==> config.mk <==
export PLATFORM = sky130hd
export DESIGN_NAME = serial_addsub_acc
export DESIGN_NICKNAME = d
export VERILOG_FILES = /design/src/rtl/adder_pkg.sv /design/src/rtl/rise_detect.sv /design/src/rtl/serial_addsub_acc.sv
export SDC_FILE = /design/constraint.sdc
export NUM_CORES = 1
export LEC_CHECK = 0
export BUFFER_PORTS_ARGS = -buffer_cell sky130_fd_sc_hd__buf_4
export CORE_ASPECT_RATIO = 0.7
export CORE_MARGIN = 5
export CORE_UTILIZATION = 30
export CTS_CLUSTER_DIAMETER = 80
export DETAILED_ROUTE_END_ITERATION = 8
export PLACE_DENSITY = 0.46
export SETUP_SLACK_MARGIN = 0.3
export SKIP_CTS_REPAIR_TIMING = 1
export SLEW_MARGIN = 15
export SYNTH_ARGS = -nofsm -noshare
export SYNTH_HDL_FRONTEND = slang
export SYNTH_HIERARCHICAL = 1
export SYNTH_SLANG_ARGS = --single-unit
==> constraint.sdc <==
create_clock -name clk -period 4.5 [get_ports clk]
set_input_delay 0.9 -clock clk [delete_from_list [all_inputs] [get_ports clk]]
set_output_delay 0.9 -clock clk [all_outputs]
set_load 0.005 [all_outputs]
==> src/rtl/adder_pkg.sv <==
`default_nettype none
// ============================================================================
//  Module      : adder_pkg
//  Description : Shared types and constants for the serial add/sub
//                accumulator: the load-state encoding, the default operand
//                width and the encodings of the sub / signed_mode selects.
//  Revision    : 1.0 - initial release
// ============================================================================
package adder_pkg;

  // Default operand/result width
  localparam int DEFAULT_WIDTH = 4;

  // Operation select (sub input)
  localparam logic SUB_ADD = 1'b0;
  localparam logic SUB_SUB = 1'b1;

  // Overflow rule select (signed_mode input)
  localparam logic MODE_UNSIGNED = 1'b0;
  localparam logic MODE_SIGNED   = 1'b1;

  // Serial-load state of operand A
  typedef enum logic [1:0] {
    ST_EMPTY   = 2'd0,
    ST_LOADING = 2'd1,
    ST_FULL    = 2'd2
  } load_state_t;

endpackage : adder_pkg
`default_nettype wire

==> src/rtl/rise_detect.sv <==
`default_nettype none
// ============================================================================
//  Module      : rise_detect
//  Description : Rising-edge detector for a debounced level. The previous
//                level is registered; pulse is high while level=1 and the
//                previous level was 0, so the consumer sees the event at the
//                same clock edge at which the level is first sampled high.
//                A held level produces exactly one pulse.
//  Ports       : clk   - system clock (rising edge)
//                rst_n - synchronous active-low reset (prev cleared to 0)
//                level - debounced input level
//                pulse - one-cycle rise indication
//  Revision    : 1.0 - initial release
// ============================================================================
module rise_detect (
  input  logic clk,
  input  logic rst_n,
  input  logic level,
  output logic pulse
);

  logic r_prev;

  always_ff @(posedge clk) begin
    if (!rst_n) begin
      r_prev <= 1'b0;
    end else begin
      r_prev <= level;
    end
  end

  assign pulse = level & ~r_prev;

endmodule : rise_detect
`default_nettype wire

==> src/rtl/serial_addsub_acc.sv <==
`default_nettype none
// ============================================================================
//  Module      : serial_addsub_acc
//  Description : Serially loaded add/subtract unit with unsigned / two's-
//                complement overflow rules and an accumulate mode that uses
//                the current result as the next X operand.
//  Ports       : clk         - system clock (rising edge)
//                rst_n       - synchronous active-low reset
//                shift, si   - shift strobe (level) and serial data bit
//                commit      - commit strobe (level), one operation per rise
//                clr         - synchronous clear, active high
//                b           - parallel operand B
//                sub         - 0: X+B, 1: X-B
//                signed_mode - 0: unsigned overflow, 1: signed overflow
//                acc_mode    - 0: X=A, 1: X=result
//                a_val       - current A register
//                a_full      - WIDTH bits loaded since last clear
//                result      - registered result
//                ov          - overflow of most recent operation
//                ov_sticky   - OR of ov since last clear
//                done        - one-cycle pulse after each commit
//  Revision    : 1.0 - initial release
// ============================================================================
module serial_addsub_acc
  import adder_pkg::*;
#(
  parameter int WIDTH = DEFAULT_WIDTH
) (
  input  logic             clk,
  input  logic             rst_n,
  input  logic             shift,
  input  logic             si,
  input  logic             commit,
  input  logic             clr,
  input  logic [WIDTH-1:0] b,
  input  logic             sub,
  input  logic             signed_mode,
  input  logic             acc_mode,
  output logic [WIDTH-1:0] a_val,
  output logic             a_full,
  output logic [WIDTH-1:0] result,
  output logic             ov,
  output logic             ov_sticky,
  output logic             done
);

  localparam int CNT_W = $clog2(WIDTH + 1);
  localparam logic [CNT_W-1:0] C_CNT_FULL = CNT_W'(WIDTH);

  // --------------------------------------------------------------------------
  // Strobe edge detection
  // --------------------------------------------------------------------------
  logic w_shift_ev;
  logic w_commit_ev;

  rise_detect u_shift_rise (
    .clk   (clk),
    .rst_n (rst_n),
    .level (shift),
    .pulse (w_shift_ev)
  );

  rise_detect u_commit_rise (
    .clk   (clk),
    .rst_n (rst_n),
    .level (commit),
    .pulse (w_commit_ev)
  );

  // --------------------------------------------------------------------------
  // State
  // --------------------------------------------------------------------------
  logic [WIDTH-1:0] r_a;
  logic [CNT_W-1:0] r_cnt;
  load_state_t      r_state;
  logic [WIDTH-1:0] r_result;
  logic             r_ov;
  logic             r_ov_sticky;
  logic             r_done;

  // --------------------------------------------------------------------------
  // Add/subtract and overflow
  // --------------------------------------------------------------------------
  logic [WIDTH-1:0] w_x;
  logic [WIDTH:0]   w_sum;
  logic [WIDTH-1:0] w_res;
  logic             w_ov;
  logic             w_xs;
  logic             w_bs;
  logic             w_rs;

  always_comb begin
    w_x = acc_mode ? r_result : r_a;
    if (sub == SUB_SUB) begin
      w_sum = {1'b0, w_x} - {1'b0, b};
    end else begin
      w_sum = {1'b0, w_x} + {1'b0, b};
    end
    w_res = w_sum[WIDTH-1:0];
    w_xs  = w_x[WIDTH-1];
    w_bs  = b[WIDTH-1];
    w_rs  = w_res[WIDTH-1];

    if (signed_mode == MODE_SIGNED) begin
      if (sub == SUB_SUB) begin
        w_ov = (w_xs != w_bs) && (w_rs != w_xs);
      end else begin
        w_ov = (w_xs == w_bs) && (w_rs != w_xs);
      end
    end else begin
      // The extra MSB is the carry for an add and the borrow (X<B) for a
      // subtract, since the zero-extended difference wraps when X<B.
      w_ov = w_sum[WIDTH];
    end
  end

  // Saturating bit count and the load state it implies
  logic [CNT_W-1:0] w_cnt_next;
  load_state_t      w_state_next;

  always_comb begin
    w_cnt_next   = (r_cnt == C_CNT_FULL) ? r_cnt : r_cnt + 1'b1;
    w_state_next = (w_cnt_next == C_CNT_FULL) ? ST_FULL : ST_LOADING;
  end

  // --------------------------------------------------------------------------
  // Registers. Reset beats clear, clear beats events. A simultaneous commit
  // reads r_a before the shift below updates it, giving pre-shift A.
  // --------------------------------------------------------------------------
  always_ff @(posedge clk) begin
    if (!rst_n) begin
      r_a         <= '0;
      r_cnt       <= '0;
      r_state     <= ST_EMPTY;
      r_result    <= '0;
      r_ov        <= 1'b0;
      r_ov_sticky <= 1'b0;
      r_done      <= 1'b0;
    end else if (clr) begin
      r_a         <= '0;
      r_cnt       <= '0;
      r_state     <= ST_EMPTY;
      r_result    <= '0;
      r_ov        <= 1'b0;
      r_ov_sticky <= 1'b0;
      r_done      <= 1'b0;
    end else begin
      r_done <= w_commit_ev;

      if (w_shift_ev) begin
        r_a   <= {r_a[WIDTH-2:0], si};
        r_cnt <= w_cnt_next;
        case (r_state)
          ST_EMPTY:   r_state <= w_state_next;
          ST_LOADING: r_state <= w_state_next;
          ST_FULL:    r_state <= ST_FULL;
          default:    r_state <= ST_EMPTY;
        endcase
      end

      if (w_commit_ev) begin
        r_result    <= w_res;
        r_ov        <= w_ov;
        r_ov_sticky <= r_ov_sticky | w_ov;
      end
    end
  end

  assign a_val     = r_a;
  assign a_full    = (r_state == ST_FULL);
  assign result    = r_result;
  assign ov        = r_ov;
  assign ov_sticky = r_ov_sticky;
  assign done      = r_done;

endmodule : serial_addsub_acc
`default_nettype wire

==> results.toml, run 1 <==
[place]
dp_slack_ns = 1.49
gp_routability_congestion = 0.716
hpwlAfterDp_um = 1650
port_buffers = 24

[global_route]
antenna_found_initial = 0
grt_overflow = 0
grt_pass1_vias = 717
track_usage_pct = 9.64
grt_pass1_wl_um = 3460
grt_max_degree = 17

[synthesis]
synth_flop_cell = "dfxtp_1"
post-synth-top-area-fraction_pct = 35.2
synth_nets = 137
synth-edff-count = 0
ys_warn_count = 6
yosys.cell_types.count = 30
synthTopCellsByCount = "22 x nor2_1, 18 x dfxtp_1, 9 x mux2i_1"
netlist_area_um2 = 1020
yosysTopAreaCell = "dfxtp_1"
synth-seq-cells = 18
synth_area_leaders = "dfxtp_1 35%, mux2i_1 8.8%, ha_1 8.6%"
avgSynthCellArea_um2 = 8.82
synth_seq_area_share_pct = 35.2
synthCells = 116
async_flop_share_pct = 0
yosysMostFrequentCell = "nor2_1"

[worst_setup_path]
cp-endpoint = "ov_sticky"
crit_start = "b[0]"
path_class = "input pin to register"
r2r_end = "ov_sticky"
endpoint_kind = "register"
cp_max_fo = 3
worstPathRequired_ns = 4.68
ff2ff_setup_slack_ns = 2.42
r2r-start = "a_val[0]"
rr_worst_depth = 9
cp-start-kind = "input pin"
worstPathArrival_ns = 2.93

[die]
die-width_um = 79.8
die_height_um = 58.9
start_util_pct = 31.9
num_rows = 17
core_um2 = 3210
die_area_um2 = 4700
ios = 25

[timing]
finalHoldViolations = 0
fin_crit_ns = 2.75
setup_slack_ns = 1.75
post-route-period-util_pct = 61.2
rsz0062_at_grt = "false"
worstMarginPinSlew_ns = 0.677
max_freq_mhz = 363
relSlewSlack_pct = 54.9
finalMaxSlewViolations = 0
setup_viol = 0
fin_setup_tns_ns = 0
fin_skew_ns = 0.00311

[layout]
diodes = 0
layout-drive-gt1-share_pct = 25.9
fin_nets = 162
register_area_um2 = 360
multi_input_area_um2 = 617
syn2layout_area_growth_pct = 25.8
fillers = 346

[detailed_routing]
drcViolationCount = 0
wl_um = 2080
dr.pass1.iters = 2
dr_total_vias = 802
drt_iter0_drc = 19
viasPerCell = 4.31
ant_nets = 0
routedWlPerCell_um = 11.2

[clock_tree]
numCtsBuffers = 3
cts_sinks = 18
cts_tree = "done"
clockBufferDepth = 2
cts-root-buf = "clkbuf_8"
clk_pin_slew_ns = 0.06
h-tree-depth = 1
insertion_delay_ns = 0.25

[job]
cap_violations = 0

[power]
p_leak_nw = 0.569
power_density_nw_per_um2 = 269
ir_worst_vdd_mv = 0.154

[status]
outcome = "finished clean"

[hold_path]
hp-class = "register to register"
[flip-flops by register name (all words and copies together) (netlist names)]
name,flops
u_shift_rise/r_prev,1
a_val,4
r_state,2
result,4
done,1
u_commit_rise/r_prev,1
ov_sticky,1
r_cnt,3
ov,1
[through the flow]
stage | util [%] | std cells | power, mW | hold WS [ns] | cell area (um2)
after global routing | 40.1 | 186 | 0.368 | 0.478 | 1290
after CTS | 40.1 | 186 | 0.351 | 0.462 | 1290
after detailed placement | 38.8 | 183 | 0.239 | 0.452 | 1250
final | 40.1 | 186 | 0.346 | 0.460 | 1290
after floorplan | - | 116 | 0.216 | 0.448 | 1020
after global placement | 38.8 | 183 | 0.240 | 0.448 | 1250
[worst max-delay path, stage by stage]
cell and delay [ns]:
buf_4 0.09, inv_1 0.04, ha_1 0.27, mux2_2 0.28, fa_1 0.44, nand2b_1 0.16
a21oi_1 0.15, xnor2_1 0.16, o21ai_1 0.08, a31o_2 0.24, a21oi_2 0.12
[logic make-up after synthesis]
logic type | Yosys count | share of synthesized area, %
simple gates | 45 | 22.1
flops | 18 | 35.2
buf+inv | 12 | 4.52
compound gates | 14 | 8.43
xor+xnor | 7 | 6.72
fa+ha+maj | 8 | 10.5
mux | 12 | 12.5
[worst min-delay path by stage]
stage | start | endpoint | slack [ns] | cells after the start
after floorplan | r_state[1] | r_state[1] | 0.45 | 2
after global placement | ov_sticky | ov_sticky | 0.45 | 2
after detailed placement | ov_sticky | ov_sticky | 0.45 | 2
after CTS | ov_sticky | ov_sticky | 0.46 | 2
after global routing | ov_sticky | ov_sticky | 0.48 | 2
final | ov_sticky | ov_sticky | 0.46 | 2
[placed cells by master, fill, tap and decap left out, types with 3 or more instances in the layout]
cell	netlist	routed
a21oi_1	7	7
buf_4	0	24
clkbuf_8	0	3
dfxtp_1	18	18
ha_1	7	7
inv_1	8	8
mux2i_1	9	9
nand2_1	7	7
nand2b_1	3	3
nor2_1	22	22
xnor2_1	4	4
[metal layers]
layer	share of wire, %	track usage [%]	up-vias	wire, um
met5	0	0	-	0
met4	0.58	1.45	0	12
met3	8.0	5.20	2	166
met2	37	11.7	20	771
met1	54	14.7	352	1130
li1	-	-	428	-
[area by class of cell]
cell class / count / area share [%]
flip-flops and latches: 18 / 28.0
well taps: 47 / 4.57
multi-input cells: 86 / 47.9
inverters: 8 / 2.33
repair buffers: 24 / 14.0
clock buffers: 3 / 3.21
[where the power goes]
group | total [mW] | switching [mW] | internal, mW
clock | 0.111 | 0.0515 | 0.0594
combinational | 0.0675 | 0.0333 | 0.0342
sequential | 0.168 | 0.00354 | 0.164
No activity file was read; power rests on OpenSTA's default activity.
==> run 2: changes to the inputs <==
- PLACE_DENSITY: 0.46 -> 0.48
- clock period: 4.5 -> 2.2 ns (I/O delays scaled with it)
==> run 2 against run 1 <==
Net effect:
- critical path type unchanged
- critical path depth unchanged
- largest power group unchanged
- highest routed layer unchanged
- setup slack worse by 1.7 ns
- clock skew up 0.0015 ns
- largest cell class unchanged
==> results.toml, run 2 (synthesized netlist as in run 1, its figures left out) <==
[status]
outcome = "finished clean"

[global_route]
track_usage_pct = 9.55
grt_pass1_vias = 776
antenna_found_initial = 0
grt_max_degree = 17
grt_pass1_wl_um = 3490
grt_overflow = 0

[job]
cap_violations = 0

[layout]
stdcell_count = 195
final_common_cell = "buf_4"
fin_nets = 171
layout-drive-gt1-share_pct = 35.1
fillers = 325
syn2layout_area_growth_pct = 38.3
diodes = 0
final_cell_mix = "31 x buf_4, 22 x nor2_1, 18 x dfxtp_1"

[die]
die_height_um = 58.9
die_area_um2 = 4700
die-width_um = 79.8
ios = 25
core_um2 = 3210
start_util_pct = 31.9
num_rows = 17

[place]
gp_routability_congestion = 0.697
port_buffers = 24
dp_slack_ns = -0.200
dp.cells = 192
hpwlAfterDp_um = 1710

[worst_setup_path]
r2r-start = "a_val[0]"
endpoint_kind = "register"
critPathMaxStageDelay_ns = 0.39
ff2ff_setup_slack_ns = 0.23
path_class = "input pin to register"
worstPathArrival_ns = 2.28
cp_common_cell = "a21oi_2"
path_cells = "buf_8 -> inv_4 -> ha_4 -> mux2_4 -> fa_2 -> nand2b_4 -> a21oi_2 -> xnor2_1 -> o21ai_1 -> a31o_2 -> a21oi_2"
slowest_stage = "fa_2"
cp-start-kind = "input pin"
r2r_end = "ov_sticky"
rr_worst_depth = 9
cp_max_fo = 2
worstPathRequired_ns = 2.37

[clock_tree]
cts_tree = "done"
numCtsBuffers = 3
clockBufferDepth = 2
cts-root-buf = "clkbuf_8"
clk_pin_slew_ns = 0.06
h-tree-depth = 1
insertion_delay_ns = 0.25
cts_sinks = 18

[hold_path]
hp-class = "input pin to register"
min_to = "u_shift_rise/r_prev"
worstHoldPathCells = 2
hold_path_startpoint = "shift"

[timing]
setup_viol = 0
fin_hold_ws_ns = 0.416
finalMaxSlewViolations = 0
fin_crit_ns = 2.11
fin_skew_ns = 0.00458
finalHoldViolations = 0
fin_setup_tns_ns = 0
max_freq_mhz = 474
relSlewSlack_pct = 53.8
post-route-period-util_pct = 96.0
worstMarginPinSlew_ns = 0.693
rsz0062_at_grt = "true"
setup_slack_ns = 0.0891

[detailed_routing]
drcViolationCount = 0
dr.pass1.iters = 4
routedWlPerCell_um = 10.9
dr_total_vias = 827
viasPerCell = 4.24
ant_nets = 0
wl_um = 2130
drt_iter0_drc = 30

[power]
p_sw_share_pct = 25.1
p_leak_nw = 0.629
power_density_nw_per_um2 = 521
p_comb_share_pct = 23.5
p_int_uw = 552
p_seq_share_pct = 46.6
ir_worst_vdd_mv = 0.317
finalPower_uw = 737
switchingPower_uw = 185
clkPwrFrac_pct = 29.9
[run 2: cell types whose count changed in the layout (fill, tap and decap cells not counted), moves of 2 or more]
cell,before,now
a21oi_1,7,5
buf_4,24,31
inv_1,8,6
a21oi_2,2,4
[run 2: power groups by stage]
stage	clock [mW]	sequential, mW	combinational (mW)
finish	0.220	0.344	0.173
global route	0.241	0.345	0.194
CTS	0.226	0.344	0.173
detailed placement	0	0.351	0.170
global placement	0	0.351	0.169
floorplan	0	0.351	0.101
[run 2: per-stage QoR]
| step | utilization [%] | instance area, um2 |
|---|---|---|
| after detailed placement | 42.2 | 1360 |
| after global placement | 42.2 | 1360 |
| final | 44.1 | 1420 |
| after CTS | 43.5 | 1400 |
| after floorplan | - | 1070 |
| after global routing | 44.1 | 1420 |
[run 2: worst max path at each step]
stage / start / end / slack, ns
3_5_place_dp: b[1] / ov / -0.20
4_1_cts: b[1] / ov / 0.05
3_3_place_gp: b[1] / ov / -0.17
5_1_grt: b[0] / ov_sticky / 0.002
6_report: b[0] / ov_sticky / 0.09
2_1_floorplan: b[1] / ov / 0.04
[run 2: final cells by class]
cell class / instances / area [um2] / area share, %
multi-input combinational: 86 / 651 / 46.0
sequential: 18 / 360 / 25.5
timing repair buffer: 33 / 259 / 18.3
tap: 47 / 58.8 / 4.16
inverter: 8 / 45.0 / 3.18
clock buffer: 3 / 41.3 / 2.92
[run 2: critical path: cells and delay by family]
family / cells / cell delay [ns]
compound gates: 4 / 0.55
simple gates: 1 / 0.15
buf+inv: 2 / 0.15
xor+xnor: 1 / 0.13
mux: 1 / 0.28
fa+ha+maj: 2 / 0.58
[run 2: routing by layer]
metal  GRT usage (%)  part of all wire (%)  vias to the layer above
li1                -                     -                      448
met1            13.7                    53                      358
met2            12.8                    38                       19
met3            4.89                   7.5                        2
met4            1.45                  0.56                        0
met5               0                     0                        -
